--- src/rtl/uart_tx_fifo.sv ---
// Byte FIFO and issue sequencer that feeds the UART transmitter over its data/flag/busy handshake.
// Optional build macro UART_TX_FIFO_CRLF_EN: a 0x0A byte is sent as 0x0D followed by 0x0A.
module uart_tx_fifo #(
  parameter int DEPTH_LOG2 = 4
) (
  input  logic                CLK,
  input  logic                RESET_N,
  input  logic                wr_en,
  input  logic [7:0]          wr_data,
  input  logic                ovf_clr,
  output logic                full,
  output logic                empty,
  output logic [DEPTH_LOG2:0] level,
  output logic                overflow,
  output logic [7:0]          tx_data,
  output logic                tx_flag,
  input  logic                tx_busy
);

  localparam int DEPTH = 1 << DEPTH_LOG2;

  typedef enum logic [1:0] {
    IDLE  = 2'd0,
    ISSUE = 2'd1,
    WAIT  = 2'd2
  } state_t;

  state_t                state;
  logic [7:0]            mem [DEPTH];
  logic [DEPTH_LOG2-1:0] wr_ptr;
  logic [DEPTH_LOG2-1:0] rd_ptr;
  logic [7:0]            head;
  logic                  accept;
  logic                  start;
  logic                  pop;

  // level only reaches 2^DEPTH_LOG2 when full, so its MSB is the full flag
  assign full   = level[DEPTH_LOG2];
  assign empty  = (level == '0);
  assign head   = mem[rd_ptr];
  assign accept = wr_en & ~full;
  assign start  = (state == IDLE) & ~empty & ~tx_busy;

`ifdef UART_TX_FIFO_CRLF_EN
  logic cr_sent;
  logic insert_cr;

  // a line feed at the head is first preceded by a carriage return, without popping
  assign insert_cr = start & (head == 8'h0A) & ~cr_sent;
  assign pop       = start & ~insert_cr;
`else
  assign pop = start;
`endif

  always_ff @(posedge CLK) begin
    if (RESET_N && accept) begin
      mem[wr_ptr] <= wr_data;
    end
  end

  always_ff @(posedge CLK) begin
    if (!RESET_N) begin
      wr_ptr   <= '0;
      rd_ptr   <= '0;
      level    <= '0;
      overflow <= 1'b0;
    end else begin
      if (accept) begin
        wr_ptr <= wr_ptr + 1'b1;
      end
      if (pop) begin
        rd_ptr <= rd_ptr + 1'b1;
      end
      case ({accept, pop})
        2'b10:   level <= level + 1'b1;
        2'b01:   level <= level - 1'b1;
        default: level <= level;
      endcase
      // full is judged before any same-cycle pop, and a new overflow beats a clear
      if (wr_en && full) begin
        overflow <= 1'b1;
      end else if (ovf_clr) begin
        overflow <= 1'b0;
      end
    end
  end

  always_ff @(posedge CLK) begin
    if (!RESET_N) begin
      state   <= IDLE;
      tx_flag <= 1'b0;
      tx_data <= 8'h00;
`ifdef UART_TX_FIFO_CRLF_EN
      cr_sent <= 1'b0;
`endif
    end else begin
      case (state)
        IDLE: begin
          if (start) begin
            state   <= ISSUE;
            tx_flag <= 1'b1;
`ifdef UART_TX_FIFO_CRLF_EN
            if (insert_cr) begin
              tx_data <= 8'h0D;
              cr_sent <= 1'b1;
            end else begin
              tx_data <= head;
              cr_sent <= 1'b0;
            end
`else
            tx_data <= head;
`endif
          end
        end
        ISSUE: begin
          if (tx_busy) begin
            state   <= WAIT;
            tx_flag <= 1'b0;
          end
        end
        WAIT: begin
          if (!tx_busy) begin
            state <= IDLE;
          end
        end
        default: begin
          state   <= IDLE;
          tx_flag <= 1'b0;
        end
      endcase
    end
  end

endmodule

--- config.mk ---
export PLATFORM = sky130hd
export DESIGN_NAME = uart_tx_fifo
export DESIGN_NICKNAME = d
export VERILOG_FILES = /design/src/rtl/uart_tx_fifo.sv
export SDC_FILE = /design/constraint.sdc
export NUM_CORES = 1
export LEC_CHECK = 0
export ABC_AREA = 1
export CORE_MARGIN = 2
export CORE_UTILIZATION = 40
export DETAILED_ROUTE_END_ITERATION = 8
export MAX_ROUTING_LAYER = met4
export PLACE_DENSITY_LB_ADDON = 0.25
export SYNTH_ARGS = -nofsm -noshare
export SYNTH_HDL_FRONTEND = slang
export SYNTH_SLANG_ARGS = --single-unit
export TNS_END_PERCENT = 10
--- constraint.sdc ---
create_clock -name CLK -period 2.9 [get_ports CLK]
set_clock_uncertainty 0.1 [all_clocks]
set_input_delay 0.29 -clock CLK [delete_from_list [all_inputs] [get_ports CLK]]
set_output_delay 0.29 -clock CLK [all_outputs]
set_load 0.03 [all_outputs]
* Word level (Yosys, flattened, before mapping)
Memories as Yosys holds them, arrays and structs flattened. A register that Yosys moved wholly into a read port is not among the register bits.
Cells that the tools add are included.
** Cells by class
- $add $sub $neg :: 4
- Eq/ne operators :: 7
- Muxes and demuxes :: 12
- Bitwise logic cells :: 7
- Reductions and logical operators :: 10
** Operators by type and width (count)
- $pmux 5 s2 :: 1
- $add 4x1->4 const B :: 2
- $mux 1 :: 6
- $mux 2 :: 3
- $ne 2x2->1 const B :: 3
- $pmux 2 s3 :: 1
- $reduce_and 3->1 :: 2
- $add 5x1->5 const B :: 1
- $logic_not 5->1 :: 1
- $sub 5x1->5 const B :: 1
- $eq 2x1->1 const B :: 2
- $eq 2x2->1 const B :: 2
- $not 1->1 :: 4
- $reduce_bool 2->1 :: 2
- $and 1x1->1 :: 3
- $pmux 1 s3 :: 1
- $logic_and 1x1->1 :: 2
- $logic_not 2->1 :: 1
- $reduce_and 2->1 :: 1
- $logic_not 1->1 :: 1
** Storage, ports and cells
- Flip-flop bits (word level) :: 17
- RAM bits :: 128
- Input port bits :: 13
- Logic and storage cells :: 47
- Memories kept :: 1
** Memories
- mem :: words 16, bits a word 8, rd ports 1, clocked after memory_dff 1, write ports 1, line 29 : logic [7:0] mem [DEPTH];

* Depth between registers and ports, before layout
- Depth in word-level cells :: 6
- Mapped depth :: 17
- Mapped depth without buffers :: 16

* Worst setup path before layout
No wires, ideal clock.
- Path kind :: register to register
- From :: register level[4]
- To :: register level[4]
- Library setup time :: 132 ps
- Data arrival time :: 2293 ps
- Data required time :: 2668 ps
- Path slack :: 374 ps
- Stages on the path, launching flop included :: 17
- Buffers on the path :: 1
- Clock period less this slack :: 2526 ps
- Cell sequence :: dfxtp_1 -> inv_1 -> nand4_1 -> nand2_1 -> inv_1 -> buf_4 -> ha_1 -> inv_1 -> fa_1 -> inv_1 -> nand2_1 -> a21oi_1 -> nor2_1 -> nand2_1 -> nand2_1 -> nand2_1 -> a21oi_1
** On the way
- Longest elaborated chain between the ends :: 6
- Elaborated cells between the ends (all ways) :: 12
- Classes of those cells :: add/sub (2); eq/ne (2); mux (1); bitwise (5); reduce/logical (2)
** RTL lines
- from (decl) :: line 13 : output logic [DEPTH_LOG2:0] level,
- from (signal assigned) :: line 75 : 2'b10: level <= level + 1'b1;
- from (signal assigned) :: line 76 : 2'b01: level <= level - 1'b1;
- from (signal assigned) :: line 77 : default: level <= level;
- $logic_not 5->1 * :: line 39 : assign empty = (level == '0);
- $not 1->1 * :: line 42 : assign start = (state == IDLE) & ~empty & ~tx_busy;
- $and 1x1->1 * (2 in a row) :: line 42
- named net pop :: line 35 : logic pop;
- $eq 2x1->1 or $eq 2x2->1 (tied branches) :: line 74 : case ({accept, pop})
- $pmux 5 s2 or $reduce_bool 2->1 (tied branches)
The timed path passes the listed nets; every way through them passes the cells marked *.
A chain may end at the register's enable or synchronous reset.

* Worst setup path in the final report
- From :: register level[4]
- To :: register level[4]
** On the way
- Longest elaborated chain between the ends :: 6
- Elaborated cells between the ends (all ways) :: 12
- Classes of those cells :: add/sub (2); eq/ne (2); mux (1); bitwise (5); reduce/logical (2)
** RTL lines (line)
- $logic_not 5->1 :: 39
- $not 1->1 :: 42
- $and 1x1->1 (2 in a row) :: 42
- $eq 2x1->1 or $eq 2x2->1 (tied branches) :: 74
- $pmux 5 s2 or $reduce_bool 2->1 (tied branches)
Parallel ways exist; a longest one is shown, timed or not.

==> reports/qor.csv <==
metric,value,unit
run_status,completed,
powerDensity,843.3,nW/um2
detailed_place.area,7241,um2
ioPinCount,30,
min_path_type,flop to flop,
critical_path.top_delay_family,adder cells,
floorplan.rows,47,
setup_cp_type,flop to flop,
initial_drc_count,432,
clkLatencyLatePin,420,ps
synth_largest_type_area_fraction,57.53,%
yosys_most_used_dff,sky130_fd_sc_hd__edfxtp_1,
synthesis_warning_total,0,
asyncSetResetFlopFracSynth,0,%
tritoncts,yes,
maxClockFrequency,0.4047,GHz
synth_top_cell_by_area,sky130_fd_sc_hd__edfxtp_1,
crit_arrival,2650,ps
critical_path.most_common_cell,sky130_fd_sc_hd__nand2_1,
synth.yosys.seq_area_share,65.02,%
basic_gate_share_of_the_synthesized_area_counting_and_or_nand_and_nor_cells,22.08,%
power_leakage,3.279,nW
cp_num_buf_inv,4,
syn_inst,683,
clock_tree.root_cell,sky130_fd_sc_hd__clkbuf_16,
synth_top_family_by_area,simple AND/OR/NAND/NOR gates,
number_of_enable_flip_flop_cells_after_synthesis,128,
sort_of_element_at_the_start_of_the_critical_path,flop,
post_cts.resized_instances,0,
post-cts-setup-buffer-count,0,
tightestPinTransition,776.1,ps
avgViaCountPerCell,4.858,
netlist_top_cells_count,"sky130_fd_sc_hd__nand2_1, sky130_fd_sc_hd__edfxtp_1, sky130_fd_sc_hd__nand3_1",
critical_path.slowest_cell,sky130_fd_sc_hd__dfxtp_1,
critPathMaxFanout,6,
via_count,4639,
detail_route.wirelength,14940,um
syn_to_final_growth,16.91,%
cts_hold_buf,0,
min_period,2471,ps
finalSetupViolations,0,
drive_gt1_share,7.211,%
critical_path.max_stage_delay,430,ps
design_area,7811,um2
route.detailed.wl_per_inst,15.65,um
synthesis.area,6681,um2
slew_headroom,48.10,%
syn-num-nets,706,
grt_setup_unrepaired,false,
fill_cells,1517,
final_net_count,745,
fp.dieH,133.2,um
antennaDiodeCount,0,
globalRoute.totalOverflow,0,
first_pass_grt_wire_length,23630,um
yosys_register_bits,153,
maximum_vdd_ir_drop,437.6,uV
clock_path_buffers,2,
clk_pin_slew_worst_setup_hold_paths,60,ps
antenna_violation_net_count_after_detailed_routing,0,
number_of_sinks_on_the_clock_net,153,
setup_total_negative_slack,0,ps
portbufs,29,
drv_slew,0,
maxCapViolations,0,
unique_cell_type_count_in_the_yosys_netlist,21,
path_cells,"inv_1, nand4_1, nand2_1, inv_1, ha_1, inv_1, fa_1, inv_1, nand2_1, a21oi_1, nor2_1, nand2_1, nand2_1, nand2_1, a21oi_1",
antenna_found_initial,0,
gp_congestion,0.8848,
fraction_of_the_mapped_netlist_area_in_compound_gates,1.985,%
yosys.area_share.adder,1.985,%
synth.area.mux_share,0,%
synth.most_common_cell,sky130_fd_sc_hd__nand2_1,
grt_start_max_net_pins,67,
layout_worst_path_cycle_share,85.21,%
crit_required,3080,ps
crit_path_end_kind,flop,
final-hold-violation-count,0,
drt-pass1-iter-count,5,
grt_pass1_vias,4417,
tritoncts.num_buffers,17,
hpwlAfterDp,9680,um
grt.total_usage,18.09,%
ctsHtreeMaxLevel,4,
synth_xor_xnor_area_share,0.6554,%
netlist_top_cells_area,"sky130_fd_sc_hd__edfxtp_1, sky130_fd_sc_hd__nand2_1, sky130_fd_sc_hd__dfxtp_1",
post-route-drc-count,0,
start_util,40.58,%
syn_area_per_cell,9.782,um2
die-area,17750,um2
floorplan.core_area,16470,um2
die_x,133.2,um
[worst reg2reg max path: stages, from the launching register on]
cell and delay, ps:
sky130_fd_sc_hd__dfxtp_1 430, sky130_fd_sc_hd__inv_1 100, sky130_fd_sc_hd__nand4_1 120, sky130_fd_sc_hd__nand2_1 140
sky130_fd_sc_hd__inv_1 100, sky130_fd_sc_hd__ha_1 260, sky130_fd_sc_hd__inv_1 90, sky130_fd_sc_hd__fa_1 410
sky130_fd_sc_hd__inv_1 80, sky130_fd_sc_hd__nand2_1 40, sky130_fd_sc_hd__a21oi_1 160, sky130_fd_sc_hd__nor2_1 70
sky130_fd_sc_hd__nand2_1 60, sky130_fd_sc_hd__nand2_1 50, sky130_fd_sc_hd__nand2_1 60, sky130_fd_sc_hd__a21oi_1 60
[worst paths after layout]
path | depth (start not counted) | start | slack, ps | end
setup / recovery | 15 | level[4] | 430 | level[4]
hold / removal | 1 | state[1] | 350 | state[1]
setup reg to reg | 15 | level[4] | 430 | level[4]
hold reg to reg | 1 | state[1] | 350 | state[1]
[registers in the layout (all words and copies together) (netlist names)]
signal / cells
state: 2
tx_data: 8
rd_ptr: 4
wr_ptr: 4
tx_flag: 1
level: 5
mem: 128
overflow: 1
[report_power, final]
part / leakage, nW / switching, mW / internal (mW)
clock: 0.279 / 0.909 / 1.21
combinational: 1.64 / 1.27 / 0.611
sequential: 1.36 / 0.0777 / 2.51
total: 3.28 / 2.26 / 4.33
[metal layers]
metal	share of wire, %	up-vias	GRT usage [%]
met5	0	-	-
met3	5.1	8	4.376
li1	-	2283	-
met1	47	2225	24.22
met2	47	123	27.84
met4	0.96	0	4.787
[final cells by class]
class                           instances  area (um2)  share of cell area, %
Tap cell                              220       275.3                  3.524
Multi-Input combinational cell        400        1784                  22.84
Clock buffer                           18       429.2                  5.494
Sequential cell                       153        4345                  55.63
Timing Repair Buffer                   50       460.4                  5.895
Clock inverter                         14       141.4                  1.810
Inverter                              100       375.4                  4.805
[logic make-up (layout without fill, tap and decap cells)]
logic type | count (synthesis) | after routing
AND/OR/NAND/NOR | 359 | 359
flip-flops | 153 | 153
buffers and inverters | 130 | 182
AO/OA/AOI/OAI | 26 | 26
adder cells (fa/ha/maj) | 10 | 10
XOR/XNOR | 5 | 5
[metrics by stage]
step | std cells | utilization, % | worst slack [ps] | power, mW | hold slack [ps]
after floorplan | 683 | - | 374.2 | 3.917 | 288.9
final | 955 | 47.44 | 428.9 | 6.587 | 352.0
after global routing | 955 | 47.44 | 175.4 | 6.946 | 368.2
after detailed placement | 923 | 43.97 | 184.4 | 4.513 | 341.2
after global placement | 923 | 43.97 | 288.6 | 4.476 | 310.4
after CTS | 955 | 47.44 | 407.5 | 6.631 | 351.1
[cells in the final DEF, fill, tap and decap left out, drive strengths merged]
cell type,netlist,layout
nor3,1,1
nand4,1,1
nand2,219,219
clkinvlp,0,1
dfxtp,25,25
buf,27,21
o21ai,9,9
bufinv,0,1
clkinv,2,8
xnor2,1,1
inv,98,104
o21bai,1,1
clkbuf,3,18
clkdlybuf4s50,0,29
nor2,39,39
a21oi,16,16
ha,9,9
xor2,4,4
fa,1,1
nand3,99,99
edfxtp,128,128
No activity file was read; power rests on OpenSTA's default activity.
